### src/rtl/seg_scan_decoder.sv
// Scans a multiplexed seven-segment display one digit at a time and decodes
// each active-low pattern back to a hex nibble, with per-digit error and blank flags.
module seg_scan_decoder #(
    parameter int NUM_DIGITS = 6,
    parameter int SETTLE     = 2
) (
    input  logic                    clk,
    input  logic                    reset_n,
    input  logic                    start,
    input  logic [6:0]              seg_in,
    output logic [NUM_DIGITS-1:0]   digit_sel,
    output logic                    busy,
    output logic                    done,
    output logic [4*NUM_DIGITS-1:0] value,
    output logic [NUM_DIGITS-1:0]   err_mask,
    output logic [NUM_DIGITS-1:0]   blank_mask
);

    localparam int IDX_W = (NUM_DIGITS > 1) ? $clog2(NUM_DIGITS) : 1;
    localparam int CNT_W = (SETTLE > 1) ? $clog2(SETTLE) : 1;
    localparam logic [IDX_W-1:0] LAST_IDX = IDX_W'(NUM_DIGITS - 1);
    localparam logic [CNT_W-1:0] LAST_CNT = CNT_W'(SETTLE - 1);

    typedef enum logic [1:0] {IDLE, SCAN, DONE} state_t;

    state_t           state;
    logic [IDX_W-1:0] idx;
    logic [CNT_W-1:0] cnt;
    logic [5:0]       dec;

    // Returns {blank, err, nibble}; blank and unknown patterns both decode to nibble 0.
    function automatic logic [5:0] decode_seg(input logic [6:0] seg);
        logic [5:0] r;
        case (seg)
            7'h40:   r = 6'h00;
            7'h79:   r = 6'h01;
            7'h24:   r = 6'h02;
            7'h30:   r = 6'h03;
            7'h19:   r = 6'h04;
            7'h12:   r = 6'h05;
            7'h02:   r = 6'h06;
            7'h78:   r = 6'h07;
            7'h00:   r = 6'h08;
            7'h10:   r = 6'h09;
            7'h08:   r = 6'h0A;
            7'h03:   r = 6'h0B;
            7'h46:   r = 6'h0C;
            7'h21:   r = 6'h0D;
            7'h06:   r = 6'h0E;
            7'h0E:   r = 6'h0F;
            7'h7F:   r = 6'b10_0000;
            default: r = 6'b01_0000;
        endcase
        return r;
    endfunction

    assign dec = decode_seg(seg_in);

    always_ff @(posedge clk) begin
        if (!reset_n) begin
            state      <= IDLE;
            idx        <= '0;
            cnt        <= '0;
            digit_sel  <= '0;
            busy       <= 1'b0;
            done       <= 1'b0;
            value      <= '0;
            err_mask   <= '0;
            blank_mask <= '0;
        end else begin
            case (state)
                IDLE, DONE: begin
                    done <= 1'b0;
                    if (start) begin
                        state      <= SCAN;
                        idx        <= '0;
                        cnt        <= '0;
                        digit_sel  <= NUM_DIGITS'(1);
                        busy       <= 1'b1;
                        value      <= '0;
                        err_mask   <= '0;
                        blank_mask <= '0;
                    end else begin
                        state <= IDLE;
                    end
                end
                SCAN: begin
                    if (cnt == LAST_CNT) begin
                        // Only the last cycle of each selection window is sampled.
                        cnt                      <= '0;
                        value[4*int'(idx) +: 4]  <= dec[3:0];
                        err_mask[idx]            <= dec[4];
                        blank_mask[idx]          <= dec[5];
                        if (idx == LAST_IDX) begin
                            state     <= DONE;
                            digit_sel <= '0;
                            busy      <= 1'b0;
                            done      <= 1'b1;
                        end else begin
                            idx       <= idx + 1'b1;
                            digit_sel <= digit_sel << 1;
                        end
                    end else begin
                        cnt <= cnt + 1'b1;
                    end
                end
                default: state <= IDLE;
            endcase
        end
    end

endmodule

### config.mk
export PLATFORM = sky130hd
export DESIGN_NAME = seg_scan_decoder
export DESIGN_NICKNAME = d
export VERILOG_FILES = /design/src/rtl/seg_scan_decoder.sv
export SDC_FILE = /design/constraint.sdc
export NUM_CORES = 1
export LEC_CHECK = 0
export ABC_AREA = 1
export BUFFER_PORTS_ARGS = -buffer_cell sky130_fd_sc_hd__buf_4
export CAP_MARGIN = 20
export CORE_MARGIN = 2
export CORE_UTILIZATION = 40
export CTS_CLUSTER_SIZE = 16
export DETAILED_ROUTE_END_ITERATION = 10
export PLACE_DENSITY = 0.64
export SLEW_MARGIN = 20
export SYNTH_ARGS = -nofsm -noshare
export SYNTH_HDL_FRONTEND = slang
export SYNTH_SLANG_ARGS = --single-unit
### constraint.sdc
create_clock -name clk -period 2.2 [get_ports clk]
set_input_delay 0.33 -clock clk [delete_from_list [all_inputs] [get_ports clk]]
set_output_delay 0.33 -clock clk [all_outputs]
set_load 0.01 [all_outputs]
==> results.md, run 1 <==
* Async set or reset register ratio after synthesis at 0%
* Worst Reg-to-Reg Cells at 7
* Net count, final at 453
* Maximum count of clock buffers along a single path at 2
* Most frequent cell after synthesis: sky130_fd_sc_hd__nand2_1
* Via count at 2640
* Setup TNS at 0 ns
* Top cells by instance count after synthesis: 107 x sky130_fd_sc_hd__nand2_1, 50 x sky130_fd_sc_hd__dfxtp_1, 47 x sky130_fd_sc_hd__nor2_1, 43 x sky130_fd_sc_hd__a21oi_1, 31 x sky130_fd_sc_hd__inv_1
* Clock Latency Late Sink at around 0.30 ns
* Number of instances in the synthesized netlist at about 390
* Final estimated routing congestion in global placement at 0.863
* Max rail drop VDD at roughly 0.0003 V
* Total power of the final layout at 1.77 mW
* Worst stage delay on the critical path at 0.44 ns
* Largest net degree at the start of global routing at 21
* Layout-stage area growth over the synthesis result at 19.6%
* Proportion of netlist area held by the largest area contributor at 37.2%
* Register area at between 1000 and 1500 um2
* Portion of the clock cycle consumed by the worst path in the final layout at 91.8%
* Flops & latches, synth at 50
* Largest cells by area after synthesis: sky130_fd_sc_hd__dfxtp_1 37%, sky130_fd_sc_hd__nand2_1 15%, sky130_fd_sc_hd__a21oi_1 8.0%
* Hold-fix buffer count after cts at 0
* Run status: finished clean
* Reported net switching power at 0.543 mW
* Category of the worst setup path capture point: flip-flop
* Mean area per synthesized cell at 6.93 um2
* Cell internal pwr at 1.23 mW
* Core region area at 6420 um2
* Number of clock sinks at 50
* Fill cell instance count of the final layout at 666
* Worst-case headroom to the max-slew limit at 66.6%
* Detailed-route DRC error count at 0
* I/O pin total at 54
* Dominant cell type by count on the critical path: sky130_fd_sc_hd__ha_1
* Worst hold slack at 0.281 ns
* Synthesized Nets at 402
* End of the worst register-to-register path: value[0]
* Synth warnings at 0
* Final cell count without fillers at 516
* Leakage component of the power at 1.37 nW
* Final std cell area, no fill at 3220 um2
* Most frequently used flop master after synthesis: sky130_fd_sc_hd__dfxtp_1
* Type of the setup path with the least slack: flip-flop to flip-flop
* Top cell family by delay on the critical path: adder cells
* Part of the power in the clock network at 29.1%
* Post-DRT Antenna Nets at 0
* Tot GR Track Use at 18.3%
* DP Cell Count at 509
* DP Wirelength at 4830 um
* P per Cell Area at 551 nW/um2
* Footprint of the multi-input gates at 1460 um2
* Leading area contributor after synthesis: sky130_fd_sc_hd__dfxtp_1
* Clock Tree Root: sky130_fd_sc_hd__clkbuf_8
* Share of the core filled with cells at 50.1%
* # rows at 29
* Combinational power share at a little under a fifth
* Post-CTS setup buffers at 0
* Biggest fanout along the worst timing path at 6
* Sequential share of power at 52.3%
* Number of slew-limit violations in the final report at 0
* Depth of the worst hold-timing path at 3
* CTS tree: done
* Initial core utilization at 41.8%
* Reg2reg setup slack at about 0.18 ns
* Fmax at 495 MHz
* Required time of the critical path at between 2 and 2.5 ns
* Shortest clock period the worst path allows after layout at 2.02 ns
* Post-synthesis cell area at 2690 um2
* Startpoint of the worst register-to-register path: idx[1]
* First drt pass iteration count at 4
* Global-route wire length before repair at 11100 um
* Endpoint with the worst hold slack: idx[0]
* Register area share after synthesis at ~37%
* Standard cell area after detailed placement at 3140 um2
* Max-cap violations at 0
* DRC violation total after the first TritonRoute iteration at ~120
* Overall die height at 86.0 um
* RSZ-0062 raised after global routing: false
* Final clock skew at 0.00575 ns
* Cell Chain, Critical Path: inv_1 > ha_1 > ha_1 > nor4_1 > o21ai_0 > nand2_1 > a21oi_1
* Overflow left after global routing at 0
* Setup Viol. Count Final at 0
* Hold Crit Start: reset_n
* Number of synthesized flops with an enable pin at 0
* Kind of start point of the critical path: flip-flop
* Number of vias per cell after detailed routing at a little over 5
* Width of the chip at 86.0 um
* Min-delay worst type: input pin to flip-flop
* Post-CTS resize count at 0
* Routed length per placed instance at ~13 um
* Transition at the pin with the smallest max-transition slack at 0.501 ns
* Number of hold violations in the final report at 0
* Number of distinct library cells after synthesis at 33
* Count of buffering cells on the critical path with inverters included at 1
* Ant. Diodes at 0
* Layout cells sized above 1 at 23.9%
* Slowest-stage cell, CP: sky130_fd_sc_hd__dfxtp_1
* Total number of H-tree levels at 2
* Die ar. at 7390 um2
* Launch point of the worst path: idx[1]
* CP arrival at 2.19 ns
* Number of buffers created by CTS at 5
* Antenna violations before repair at 0
* Vias in the first global route at approximately 2500
* Input/output buffers at 53
* Clock slew at reported path FFs at 0.09 ns
* Switch share at between 30% and 40%
* Minimum setup slack in the final design at approximately 0.18 ns
* Final WL at 6490 um
* Dpl ws at 0.219 ns
-- registers in the layout (all words and copies together), names as in the netlist --
register and count:
value 24, blank_mask 6, digit_sel 6, err_mask 6, idx 3, state 2, busy 1, cnt 1
done 1
-- final cells by class --
class / count / area share (%)
Multi-Input combinational cell: 287 / 45.3
Clock inverter: 1 / 0.233
Inverter: 36 / 4.28
Timing Repair Buffer: 59 / 13.8
Clock buffer: 6 / 2.26
Sequential cell: 50 / 31.1
Tap cell: 77 / 3.00
-- power by group through the flow --
stage | Sequential (mW) | Combinational [mW] | Clock, mW
6_report | 0.927 | 0.329 | 0.516
5_1_grt | 0.929 | 0.362 | 0.577
4_1_cts | 0.927 | 0.327 | 0.535
3_5_place_dp | 0.948 | 0.326 | 0
3_3_place_gp | 0.948 | 0.320 | 0
2_1_floorplan | 0.951 | 0.248 | 0
-- cells in the final DEF (no fill, tap or decap), types with 2 or more instances in the layout --
master,n
sky130_fd_sc_hd__dfxtp_1,50
sky130_fd_sc_hd__nor2_1,47
sky130_fd_sc_hd__a21oi_1,43
sky130_fd_sc_hd__clkbuf_8,5
sky130_fd_sc_hd__inv_2,4
sky130_fd_sc_hd__a31oi_2,2
sky130_fd_sc_hd__nand2_1,107
sky130_fd_sc_hd__ha_1,4
sky130_fd_sc_hd__nand3_2,5
sky130_fd_sc_hd__nor4_1,2
sky130_fd_sc_hd__nand2_2,8
sky130_fd_sc_hd__nor2_2,6
sky130_fd_sc_hd__nand3_1,17
sky130_fd_sc_hd__nor3_1,4
sky130_fd_sc_hd__o21ai_0,8
sky130_fd_sc_hd__nand4_1,13
sky130_fd_sc_hd__nor4_2,4
sky130_fd_sc_hd__buf_4,59
sky130_fd_sc_hd__nor3_2,2
sky130_fd_sc_hd__inv_1,31
sky130_fd_sc_hd__a31oi_1,4
sky130_fd_sc_hd__nor2_4,4
-- worst register-to-register path, cell delays in order, from the launching register on --
cell,delay [ns]
sky130_fd_sc_hd__dfxtp_1,0.44
sky130_fd_sc_hd__inv_1,0.09
sky130_fd_sc_hd__ha_1,0.19
sky130_fd_sc_hd__ha_1,0.32
sky130_fd_sc_hd__nor4_1,0.39
sky130_fd_sc_hd__o21ai_0,0.28
sky130_fd_sc_hd__nand2_1,0.12
sky130_fd_sc_hd__a21oi_1,0.06
-- worst max path at each step --
| stage | to | slack, ns | depth (start not counted) |
|---|---|---|---|
| after global placement | value[1] | 0.31 | 7 |
| after CTS | value[3] | 0.20 | 7 |
| after global routing | value[2] | 0.05 | 7 |
| after floorplan | value[0] | 0.08 | 10 |
| after detailed placement | value[0] | 0.22 | 7 |
| final | value[0] | 0.18 | 7 |
-- logic make-up after synthesis --
family / synth area share [%]
buffers and inverters: 8.52
AND/OR/NAND/NOR: 39.7
AO/OA/AOI/OAI: 12.7
adder cells (fa/ha/maj): 1.86
flip-flops: 37.2
-- routing by layer --
layer / track usage (%) / up-vias / part of all wire [%]
li1: - / 1360 / -
met1: 24.7 / 1216 / 49
met2: 29.3 / 58 / 45
met3: 3.75 / 6 / 4.7
met4: 5.48 / 0 / 1.2
met5: 0 / - / 0
Power figures use the tool's default switching activity.
==> run 2: changes to the inputs <==
Settings changed: ABC_AREA 1 to not set.
==> run 2 against run 1 <==
Non-clock buffer count increased by 10. Count of clock-buffer cells in the layout decreased by 1. Sequential share of layout area is 1.4 points higher. Combinational power down 28%. Final cell count decreased by 20%. Power is 2.4% higher. Global-route usage about the same. Largest cell class unchanged. Largest power group unchanged.
==> results.md, run 2 <==
* Kind of start point of the critical path: flip-flop
* Synthesized Nets at 295
* Width of the chip at about 80 um
* Most common library cell in the layout ignoring fill and taps: sky130_fd_sc_hd__buf_4
* Post-CTS setup buffers at 0
* Launch point of the worst path: idx[1]
* Initial core utilization at 41.2%
* Post-DRT Antenna Nets at 0
* Vias in the first global route at 1953
* Register area share after synthesis at 41.3%
* Met1 Resource Use GR at 27.1%
* Number of distinct library cells after synthesis at 48
* Maximum count of clock buffers along a single path at 2
* Synth warnings at 0
* Number of clock sinks at 50
* GR met3 Demand/Resource at 2.64%
* Die ar. at 6700 um2
* Final estimated routing congestion in global placement at 0.820
* Max rail drop VDD at around 0.00027 V
* Number of synthesized flops with an enable pin at 0
* Setup Viol. Count Final at 0
* Category of the worst setup path capture point: flip-flop
* Fmax at 504 MHz
* Setup TNS at 0 ns
* Number of buffers created by CTS at 5
* Run status: finished clean
* Required time of the critical path at 2.36 ns
* Worst-case headroom to the max-slew limit at between 50% and 60%
* Number of vias per cell after detailed routing at about 5.4
* P per Cell Area at 590 nW/um2
* Reg2reg setup slack at about 0.22 ns
* Flops & latches, synth at 50
* Overall die height at roughly 82 um
* Overflow left after global routing at 0
* Min-delay worst type: flip-flop to flip-flop
* Hold-fix buffer count after cts at 0
* Post-synthesis cell area at 2420 um2
* RSZ-0062 raised after global routing: false
* Via count at approximately 2200
* Proportion of netlist area held by the largest area contributor at 41.3%
* DP Wirelength at approximately 4300 um
* Number of hold violations in the final report at 0
* Input/output buffers at 53
* End of the worst register-to-register path: value[14]
* Shortest clock period the worst path allows after layout at 1.98 ns
* # rows at 28
* Crit path to: value[14]
* Largest net degree at the start of global routing at 41
* Number of slew-limit violations in the final report at 0
* Number of instances in the synthesized netlist at 281
* Layout cells sized above 1 at 24.0%
* Top reg by flops: value
* Final WL at 5950 um
* Flip-flop count of the largest register, all copies and words added at 24
* Final clock skew at 0.00780 ns
* Transition at the pin with the smallest max-transition slack at about 0.74 ns
* Detailed-route DRC error count at 0
* Routed length per placed instance at between 10 and 15 um
* Top cells by instance count after synthesis: 50 x sky130_fd_sc_hd__dfxtp_1, 26 x sky130_fd_sc_hd__nand2_1, 26 x sky130_fd_sc_hd__nand3_1, 16 x sky130_fd_sc_hd__o21ai_0
* Antenna violations before repair at 0
* CP arrival at 2.14 ns
* Clock Latency Late Sink at 0.30 ns
* Biggest fanout along the worst timing path at 4
* Mean area per synthesized cell at 8.63 um2
* Layout-stage area growth over the synthesis result at 26.8%
* Max-cap violations at 0
* Global-route wire length before repair at 9700 um
* Share of the core filled with cells at between 50% and 60%
* Core region area at 5890 um2
* Leakage component of the power at 1.19 nW
* Tot GR Track Use at between 10% and 20%
* DRC violation total after the first TritonRoute iteration at roughly 120
* Type of the setup path with the least slack: flip-flop to flip-flop
* Leading area contributor after synthesis: sky130_fd_sc_hd__dfxtp_1
* Most used cells in the layout excluding fill and tap cells: 69 x sky130_fd_sc_hd__buf_4, 50 x sky130_fd_sc_hd__dfxtp_1, 26 x sky130_fd_sc_hd__nand3_1, 26 x sky130_fd_sc_hd__nand2_1, 16 x sky130_fd_sc_hd__o21ai_0
* Post-CTS resize count at 0
* Most frequently used flop master after synthesis: sky130_fd_sc_hd__dfxtp_1
* Net count, final at around 350
* Fill cell instance count of the final layout at a little under 600
* Portion of the clock cycle consumed by the worst path in the final layout at 90.2%
* Largest cells by area after synthesis: sky130_fd_sc_hd__dfxtp_1 41%, sky130_fd_sc_hd__nand3_1 5.4%, sky130_fd_sc_hd__mux2i_1 4.1%
* Async set or reset register ratio after synthesis at 0%
* CTS tree: done
* Most frequent cell after synthesis: sky130_fd_sc_hd__dfxtp_1
* Clock slew at reported path FFs at 0.09 ns
* Worst Reg-to-Reg Cells at 7
* Global-route layer with the greatest usage: met2
* Met2 capacity usage during global routing at 28.0%
* Clock Tree Root: sky130_fd_sc_hd__clkbuf_8
* Total number of H-tree levels at 2
* Startpoint of the worst register-to-register path: idx[1]
* First drt pass iteration count at 4
* Ant. Diodes at 0
* I/O pin total at 54
run 2: cell types whose count changed in the layout (fill, tap and decap cells not counted), moves of 10 or more:
cell and delta:
sky130_fd_sc_hd__buf_4 +10, sky130_fd_sc_hd__a21boi_0 +11, sky130_fd_sc_hd__a21oi_1 -37, sky130_fd_sc_hd__nor2_1 -36, sky130_fd_sc_hd__inv_1 -27, sky130_fd_sc_hd__mux2i_1 +10
sky130_fd_sc_hd__nand2_1 -81
run 2: where the power goes:
part / internal (mW) / leakage, nW / switching (mW)
combinational: 0.0925 / 0.728 / 0.143
sequential: 0.917 / 0.404 / 0.0118
clock: 0.341 / 0.0585 / 0.309
total: 1.35 / 1.19 / 0.465
run 2: logic make-up (layout without fill, tap and decap cells):
family | after synthesis | in the layout | share of synthesized area [%]
flops | 50 | 50 | 41.3
buf+inv | 24 | 81 | 4.23
fa+ha+maj | 4 | 4 | 2.06
xor+xnor | 3 | 3 | 1.08
mux | 10 | 10 | 4.13
compound gates | 67 | 67 | 18.7
simple gates | 123 | 123 | 28.5
run 2: worst min-delay path by stage:
stage                  endpoint  slack, ns         from  cells past startpoint
floorplan                idx[2]       0.47      reset_n                      2
global placement    err_mask[5]       0.45  err_mask[5]                      2
CTS                 err_mask[5]       0.47  err_mask[5]                      2
detailed placement     value[3]       0.45     value[3]                      2
finish              err_mask[5]       0.46  err_mask[5]                      2
global route        err_mask[5]       0.49  err_mask[5]                      2
run 2: final cells by class:
type	instances	area, um2	area share [%]
clock inverter	3	43.8	1.42
timing repair buffer	69	518	16.8
sequential	50	1000	32.6
multi-input combinational	207	1330	43.4
tap	75	93.8	3.05
inverter	4	15.0	0.488
clock buffer	5	68.8	2.24
run 2: stage by stage:
stage               setup WS, ns  instances  instance area, um2  hold WS [ns]  total power, mW
finish                     0.216        413                3070         0.463             1.82
global route              0.0488        413                3070         0.485             1.89
CTS                        0.237        413                3070         0.470             1.83
detailed placement         0.252        405                2960         0.448             1.18
global placement           0.303        405                2960         0.451             1.18
floorplan                 0.0978        281                2440         0.472             1.10
run 2: critical path: stages (launching register included):
cell	delay, ns
sky130_fd_sc_hd__dfxtp_1	0.33
sky130_fd_sc_hd__inv_1	0.09
sky130_fd_sc_hd__ha_1	0.19
sky130_fd_sc_hd__ha_1	0.34
sky130_fd_sc_hd__o311ai_0	0.27
sky130_fd_sc_hd__or3_1	0.44
sky130_fd_sc_hd__nand3_1	0.11
sky130_fd_sc_hd__o21ai_0	0.08
run 2: layer usage:
metal | vias to the layer above | wire length [um]
li1 | 1148 | -
met1 | 1053 | 2970
met2 | 37 | 2720
met3 | 5 | 219
met4 | 0 | 42
met5 | - | 0
==> run 3: changes to the inputs <==
Settings changed: BUFFER_PORTS_ARGS -buffer_cell sky130_fd_sc_hd__buf_4 to -buffer_cell sky130_fd_sc_hd__buf_2.
==> run 3 against run 2 <==
Power is 0.76% lower. First-iteration DRC count is 36% lower. Sequential power hardly changed. Core utilization is 2.5 points lower. Setup slack better by 0.0078 ns. Via count is 1.3% higher. Register-to-register slack hardly changed. Clock skew is 0.0041 ns higher. Count of clock-buffer cells in the layout stayed put. Flip-flop and latch count stayed put. Clock power hardly changed. Critical endpoint is now value[18]. Largest cell class unchanged.
==> results.md, run 3 (same netlist as run 2, synthesis figures left out) <==
* Run status: finished clean
* Biggest fanout along the worst timing path at 4
* Kind of start point of the critical path: flip-flop
* Post-CTS resize count at 0
* Fmax at ~500 MHz
* Top reg by flops: value
* Total number of H-tree levels at 2
* I/O pin total at 54
* Worst-case headroom to the max-slew limit at between 40 and 50%
* Flip-flop count of the largest register, all copies and words added at 24
* Layout-stage area growth over the synthesis result at 20.8%
* CTS tree: done
* DP Cell Count at 402
* Clock Tree Root: sky130_fd_sc_hd__clkbuf_8
* Number of vias per cell after detailed routing at 5.54
* Most used cells in the layout excluding fill and tap cells: 53 x sky130_fd_sc_hd__buf_2, 49 x sky130_fd_sc_hd__dfxtp_1, 26 x sky130_fd_sc_hd__nand3_1, 26 x sky130_fd_sc_hd__nand2_1, 16 x sky130_fd_sc_hd__o21ai_0
* Worst hold slack at 0.464 ns
* Largest net degree at the start of global routing at 41
* Clock slew at reported path FFs at 0.09 ns
* Routed length per placed instance at 14.6 um
* Clock Latency Late Sink at 0.30 ns
* Combinational power share at 12.4%
* Die ar. at 6700 um2
* Number of buffers created by CTS at 5
* Hold Crit Start: err_mask[0]
* Min-delay worst type: flip-flop to flip-flop
* Input/output buffers at 53
* CP arrival at 2.15 ns
* Most common library cell in the layout ignoring fill and taps: sky130_fd_sc_hd__buf_2
* Post-DRT Antenna Nets at 0
* Part of the power in the clock network at 36.1%
* Share of the core filled with cells at 49.8%
* Startpoint of the worst register-to-register path: idx[1]
* Global-route wire length before repair at a little under 10000 um
* Category of the worst setup path capture point: flip-flop
* Overall die height at 81.9 um
* Layout cells sized above 1 at about a quarter
* Required time of the critical path at 2.37 ns
* Shortest clock period the worst path allows after layout at 1.98 ns
* Detailed-route DRC error count at 0
* Switch share at 25.7%
* Final clock skew at 0.0119 ns
* Reported net switching power at about 0.46 mW
* Launch point of the worst path: idx[1]
* Final cell count without fillers at 410
* P per Cell Area at around 610 nW/um2
* Max rail drop VDD at 0.000321 V
* Ant. Diodes at 0
* Cell internal pwr at around 1.3 mW
* Hold-fix buffer count after cts at 0
* Via count at 2272
* Total power of the final layout at 1.80 mW
* Type of the setup path with the least slack: flip-flop to flip-flop
* Antenna violations before repair at 0
* Post-CTS setup buffers at 0
* Number of clock sinks at 50
* Max-cap violations at 0
* Leakage component of the power at 1.17 nW
* Final estimated routing congestion in global placement at a little under 0.8
* Number of hold violations in the final report at 0
* Core region area at 5890 um2
* Final WL at 5970 um
* Number of slew-limit violations in the final report at 0
* Tot GR Track Use at 18.6%
* Maximum count of clock buffers along a single path at 2
* # rows at 28
* Initial core utilization at 41.2%
* RSZ-0062 raised after global routing: false
* Sequential share of power at between 50 and 60%
* Setup TNS at 0 ns
* First drt pass iteration count at 4
* Portion of the clock cycle consumed by the worst path in the final layout at 89.8%
* Net count, final at 348
* Setup Viol. Count Final at 0
* DP Wirelength at between 4000 and 5000 um
* Overflow left after global routing at 0
* DRC violation total after the first TritonRoute iteration at 76
* Vias in the first global route at 2046
* Transition at the pin with the smallest max-transition slack at 0.767 ns
* Width of the chip at 81.9 um
-- run 3: path summary, 6_finish.rpt --
kind / slack [ns] / to / cells past startpoint
worst max-delay path: 0.22 / value[18] / 7
worst min-delay path: 0.46 / err_mask[0] / 2
worst max register to register: 0.22 / value[18] / 7
worst min register to register: 0.46 / err_mask[0] / 2
-- run 3: metal layers --
metal / track usage, % / part of all wire [%]
met1: 26.4 / 48
met2: 29.4 / 47
met3: 3.74 / 3.9
met4: 3.50 / 0.54
met5: 0 / 0
-- run 3: power by group through the flow --
stage                     Clock (mW)  Combinational (mW)  Sequential, mW
after floorplan                    0               0.149           0.951
after global placement             0               0.221           0.949
after detailed placement           0               0.222           0.949
after CTS                      0.668               0.223           0.928
after global routing           0.706               0.250           0.930
final                          0.650               0.224           0.928
-- run 3: final cells by class --
class | count | area, um2
fillers | 584 | 2960
multi-input cells | 207 | 1340
flip-flops and latches | 50 | 1000
repair buffers | 66 | 363
well taps | 75 | 93.8
clock buffers | 5 | 68.8
clock inverters | 3 | 43.8
inverters | 4 | 15.0
-- run 3: through the flow --
step	worst slack [ns]	area (um2)
detailed placement	0.125	2810
finish	0.223	2930
floorplan	0.0978	2440
global placement	0.186	2810
CTS	0.194	2920
global route	0.0334	2930
-- run 3: critical path, stage by stage, from the launching register on --
cell and delay, ns:
sky130_fd_sc_hd__dfxtp_1 0.34, sky130_fd_sc_hd__inv_1 0.09, sky130_fd_sc_hd__ha_1 0.20, sky130_fd_sc_hd__ha_1 0.35, sky130_fd_sc_hd__o311ai_0 0.24, sky130_fd_sc_hd__o31a_1 0.32
sky130_fd_sc_hd__and2_1 0.19, sky130_fd_sc_hd__o2bb2ai_1 0.12
